## config.mk

```make
export PLATFORM = sky130hd
export DESIGN_NAME = icache_port_arbiter
export DESIGN_NICKNAME = d
export VERILOG_FILES = /design/src/rtl/icache_port_arbiter.sv
export SDC_FILE = /design/constraint.sdc
export NUM_CORES = 1
export LEC_CHECK = 0
export CAP_MARGIN = 20
export CORE_AREA = 2 2 59 61
export DETAILED_ROUTE_END_ITERATION = 10
export DIE_AREA = 0 0 61 63
export DONT_BUFFER_PORTS = 1
export REMOVE_ABC_BUFFERS = 1
export SLEW_MARGIN = 40
export SYNTH_ARGS = -nofsm -noshare
export SYNTH_HDL_FRONTEND = slang
export SYNTH_SLANG_ARGS = --single-unit
```

## constraint.sdc

```tcl
create_clock -name clk -period 2.94 [get_ports clk]
set_input_delay 0.147 -clock clk [delete_from_list [all_inputs] [get_ports clk]]
set_output_delay 0.147 -clock clk [all_outputs]
set_load 0.05 [all_outputs]
```

## src/rtl/icache_port_arbiter.sv

```systemverilog
// Shares the single icache request port between instruction fetch and CACHE maintenance ops,
// routing responses in order and dropping flushed fetches. Optional counters: ICACHE_ARB_PERF_EN.
module icache_port_arbiter #(
  parameter int MAX_OUTSTANDING = 2,
  parameter int IDX_W           = 8
) (
  input  logic             clk,
  input  logic             resetn,
  input  logic             fetch_req,
  input  logic [IDX_W-1:0] fetch_index,
  input  logic [3:0]       fetch_offset,
  output logic             fetch_addr_ok,
  output logic             fetch_data_ok,
  output logic [31:0]      fetch_rdata,
  input  logic             fetch_cancel,
  input  logic             cop_req,
  input  logic [1:0]       cop_op,
  input  logic [IDX_W-1:0] cop_index,
  input  logic [19:0]      cop_tag,
  output logic             cop_done,
  output logic             icache_req,
  output logic [1:0]       icache_op,
  output logic [IDX_W-1:0] icache_index,
  output logic [3:0]       icache_offset,
  output logic [19:0]      icache_tag,
  input  logic             icache_addr_ok,
  input  logic             icache_data_ok,
  input  logic [31:0]      icache_rdata,
  output logic [2:0]       fsm_state
`ifdef ICACHE_ARB_PERF_EN
  ,
  output logic [31:0]      perf_fetch_stall,
  output logic [31:0]      perf_drop_cnt
`endif
);

  // Handshake: a request transfers on a cycle where icache_req && icache_addr_ok;
  // icache_req and its fields stay stable until then (FLOCK/COP hold them).
  localparam logic [2:0] IDLE  = 3'd0;
  localparam logic [2:0] FLOCK = 3'd1;
  localparam logic [2:0] DRAIN = 3'd2;
  localparam logic [2:0] COP   = 3'd3;
  localparam logic [2:0] CWAIT = 3'd4;

  localparam int PTR_W = (MAX_OUTSTANDING > 1) ? $clog2(MAX_OUTSTANDING) : 1;
  localparam int CNT_W = $clog2(MAX_OUTSTANDING + 1);

  logic [2:0]       state, state_nxt;
  logic             req_raw;
  logic             is_cop;
  logic [CNT_W-1:0] count;
  logic [PTR_W-1:0] wr_ptr, rd_ptr;
  logic             fifo_src [MAX_OUTSTANDING];
  logic             fifo_can [MAX_OUTSTANDING];
  logic             full, push, pop, head_src, head_can, drop;

  assign fsm_state = state;
  assign full      = (count == CNT_W'(MAX_OUTSTANDING));
  assign is_cop    = (state == COP);

  always_comb begin
    state_nxt = state;
    req_raw   = 1'b0;
    case (state)
      IDLE: begin
        if (cop_req) begin
          state_nxt = DRAIN;
        end else begin
          req_raw = fetch_req && !full;
          if (req_raw && !icache_addr_ok) state_nxt = FLOCK;
        end
      end
      FLOCK: begin
        req_raw = fetch_req && !full;
        if (!fetch_req || (req_raw && icache_addr_ok)) state_nxt = IDLE;
      end
      DRAIN: begin
        if (count == '0 || (count == CNT_W'(1) && pop)) state_nxt = COP;
      end
      COP: begin
        req_raw = !full;
        if (req_raw && icache_addr_ok) state_nxt = CWAIT;
      end
      CWAIT: begin
        if (cop_done) state_nxt = IDLE;
      end
      default: state_nxt = IDLE;
    endcase
  end

  // Nothing is offered to the icache while held in reset, so no response can be orphaned.
  assign icache_req    = req_raw && resetn;
  assign icache_op     = (icache_req && is_cop) ? cop_op : 2'd0;
  assign icache_index  = !icache_req ? '0 : (is_cop ? cop_index : fetch_index);
  assign icache_offset = (icache_req && !is_cop) ? fetch_offset : 4'd0;
  assign icache_tag    = (icache_req && is_cop) ? cop_tag : 20'd0;

  assign fetch_addr_ok = icache_addr_ok && icache_req && (state == IDLE || state == FLOCK);
  assign fetch_rdata   = icache_rdata;

  assign push     = icache_req && icache_addr_ok;
  assign pop      = resetn && icache_data_ok && (count != '0);
  assign head_src = fifo_src[rd_ptr];
  assign head_can = fifo_can[rd_ptr];

  assign fetch_data_ok = pop && !head_src && !head_can && !fetch_cancel;
  assign drop          = pop && !head_src && (head_can || fetch_cancel);
  assign cop_done      = pop && head_src && (state == CWAIT);

  always_ff @(posedge clk) begin
    if (!resetn) begin
      state  <= IDLE;
      count  <= '0;
      wr_ptr <= '0;
      rd_ptr <= '0;
      for (int i = 0; i < MAX_OUTSTANDING; i++) begin
        fifo_src[i] <= 1'b0;
        fifo_can[i] <= 1'b0;
      end
    end else begin
      state <= state_nxt;
      if (push && !pop)      count <= count + CNT_W'(1);
      else if (pop && !push) count <= count - CNT_W'(1);
      if (push) wr_ptr <= (wr_ptr == PTR_W'(MAX_OUTSTANDING - 1)) ? '0 : wr_ptr + PTR_W'(1);
      if (pop)  rd_ptr <= (rd_ptr == PTR_W'(MAX_OUTSTANDING - 1)) ? '0 : rd_ptr + PTR_W'(1);
      // A flush marks every fetch entry, including one entering this cycle; cop entries stay live.
      for (int i = 0; i < MAX_OUTSTANDING; i++) begin
        if (push && wr_ptr == PTR_W'(i)) begin
          fifo_src[i] <= is_cop;
          fifo_can[i] <= fetch_cancel && !is_cop;
        end else if (fetch_cancel && !fifo_src[i]) begin
          fifo_can[i] <= 1'b1;
        end
      end
    end
  end

`ifdef ICACHE_ARB_PERF_EN
  always_ff @(posedge clk) begin
    if (!resetn) begin
      perf_fetch_stall <= 32'd0;
      perf_drop_cnt    <= 32'd0;
    end else begin
      if (fetch_req && !fetch_addr_ok) perf_fetch_stall <= perf_fetch_stall + 32'd1;
      if (drop)                        perf_drop_cnt    <= perf_drop_cnt + 32'd1;
    end
  end
`else
  logic unused_drop;
  assign unused_drop = drop;
`endif

`ifndef SYNTHESIS
  // A response with nothing in flight is a protocol error upstream; it is ignored.
  stray_data_ok: assert property (@(posedge clk) disable iff (!resetn)
    icache_data_ok |-> count != '0);
`endif

endmodule

```

==> impl_metrics.toml <==
[hold_path]
hp-class = "in2reg"
worstHoldPathCells = 1

[clock_network]
cts.sink_count = 12
path_clk_slew_ns = 0.08
root_buffer = "clkbuf_4"
clock_path_buffers = 2
cts_resized = 0
cts_htree_levels = 1
numCtsBuffers = 3
cts_tree = "built"
clock_latency_ns = 0.28

[setup_path]
crit_path_start_kind = "flip-flop"
cp_max_fo = 12
reg2reg_depth = 4
criticalPathCategory = "reg2out"
worstPathRequired_ns = 2.79
arrival_ns = 2.43
end_kind = "output port"

[synth]
synthTopCellsByCount = "buf_4 (32), and2_1 (26), dfxtp_1 (9)"
yosysMostFrequentCell = "buf_4"
yosys_warnings = 0
ys_types = 46
synthFlopType = "dfxtp_1"
synth_area_um2 = 1310
synth_seq_cells = 12
synth_area_per_cell_um2 = 8.55
synth_area_leaders = "buf_4 (18%), dfxtp_1 (14%), and2_1 (12%)"
synth_edf_count = 3
ys_async_sr_fraction_pct = 0
synth_top_area_cell = "buf_4"
seq_area_frac_synth_pct = 20.7
synth_top_area_share_pct = 18.4
syn_inst = 153

[finish]
layout-drive-gt1-share_pct = 38.0
syn_to_final_growth_pct = 8.13
final_util_pct = 43.8
nets = 244
stdcell_count = 204
antenna_cells = 0

[drt]
vias = 1145
dr_wl_met3_um = 1020
dr_wl_met2_um = 2250
drc = 0
ant_nets = 0
drtPass1Iterations = 4
drt_iter0_drc = 34
wirelength_um = 5220
via_per_inst = 5.61
routedWlPerCell_um = 25.6
highest_layer = "met4"
wl_met1_um = 1910

[timing]
rsz0062_at_grt = "no"
worst_pin_slew_ns = 0.777
whs_ns = 0.0288
period_needed_ns = 2.58
relSlewSlack_pct = 48.2
hold_violations = 0
skew_ns = 0.00162
fmax_ghz = 0.388
slew_violations = 0
setup_violations = 0
setup_tns_ns = 0
fin_crit_sh_pct = 87.6

[global_route]
grt_start_max_net_pins = 31
grt_pass1_vias = 1149
gr-total-overflow = 0
track_usage_pct = 26.9
grt_first_pass_wirelength_um = 6970
antenna_found_initial = 0

[run]
maxCapViolations = 0

[placed_design]
portBuffers = 0
dp_cells = 199
post-dp-hpwl_um = 4480
place_congestion = 0.954

[power_and_ir_drop]
ir_drop_v = 0.000405
powerDensity_nw_per_um2 = 695
power.leakage_nw = 0.634

[floorplan]
die_w_um = 61
start_util_pct = 40.5
rows = 21
ios = 154
die_area_um2 = 3840
die_y_um = 63
core_area_um2 = 3230

[outcome]
run_status = "complete, no violations"
-- layout make-up --
type / count / area, um2
Clock buffer: 3 / 22.5
Clock inverter: 1 / 3.75
Fill cell: 330 / 1820
Inverter: 5 / 18.8
Multi-Input combinational cell: 96 / 732
Sequential cell: 12 / 270
Tap cell: 46 / 57.6
Timing Repair Buffer: 41 / 310
-- cells by family (layout without fill, tap and decap cells) --
group	count (synthesis)	after routing	share of synthesized area (%)
buf+inv	45	50	24.3
xor+xnor	3	3	2.01
compound gates	24	24	15.2
simple gates	63	63	32.4
flops	12	12	20.7
mux	2	2	1.63
fa+ha+maj	4	4	3.82
-- stage by stage --
step	area, um2	setup WS (ns)	total power, mW
final	1420	0.365	0.983
after global routing	1420	0.210	1.04
after CTS	1420	0.325	0.985
after detailed placement	1380	0.650	0.872
after global placement	1380	0.748	0.849
after floorplan	1010	0.276	0.731
-- sequential cells by signal, summed over array words and instances, names as in the netlist, named ones only --
signal and flops:
count 2, fifo_can 2, fifo_src 2, fsm_state 3, rd_ptr 1, wr_ptr 1
-- cell usage in the layout (no fill, tap or decap), types with 2 or more instances in the layout --
| cell type | netlist | final |
|---|---|---|
| ha_1 | 4 | 4 |
| nor2b_1 | 2 | 2 |
| a22o_1 | 8 | 8 |
| and2_1 | 26 | 26 |
| xor2_1 | 3 | 3 |
| clkbuf_4 | 0 | 3 |
| nor2_2 | 2 | 2 |
| nand3b_1 | 2 | 2 |
| a21oi_1 | 4 | 4 |
| nand3_1 | 3 | 3 |
| edfxtp_1 | 3 | 3 |
| o21ai_0 | 3 | 3 |
| dfxtp_1 | 9 | 9 |
| o31ai_1 | 2 | 2 |
| buf_4 | 32 | 40 |
| and2_2 | 2 | 2 |
| nor2_1 | 7 | 7 |
| inv_1 | 5 | 5 |
-- critical path: stages (launching register included) --
cell and delay, ns:
dfxtp_1 0.83, o2111ai_2 0.32, nor3_2 0.55, a22o_1 0.23, buf_4 0.20
-- timing repair --
action,CTS,global route
hold buffers,1,0
buffers inserted,0,0
hold endpoints to repair,1,0
-- per-layer routing --
layer / GRT usage (%) / vias to the layer above
li1: - / 505
met1: 31.2 / 517
met2: 39.1 / 120
met3: 21.1 / 3
met4: 4.89 / 0
met5: 0 / -
-- where the power goes --
part	switching, mW	leakage [nW]	internal [mW]	total, mW
Combinational	0.390	0.513	0.210	0.599
Clock	0.0599	0.0154	0.0494	0.109
Sequential	0.0637	0.105	0.211	0.275
Total	0.513	0.634	0.470	0.983
-- path summary, 6_finish.rpt --
check | slack, ns | from | to
worst max-delay path | 0.36 | fsm_state[0]$_SDFFE_PN0P_ | icache_index[0]
worst min-delay path | 0.03 | resetn | fsm_state[0]$_SDFFE_PN0P_
worst max register to register | 0.82 | fsm_state[0]$_SDFFE_PN0P_ | fifo_can[0]$_SDFFCE_PN0P_
worst min register to register | 0.51 | rd_ptr$_SDFFE_PN0P_ | rd_ptr$_SDFFE_PN0P_
Power figures use the tool's default switching activity.
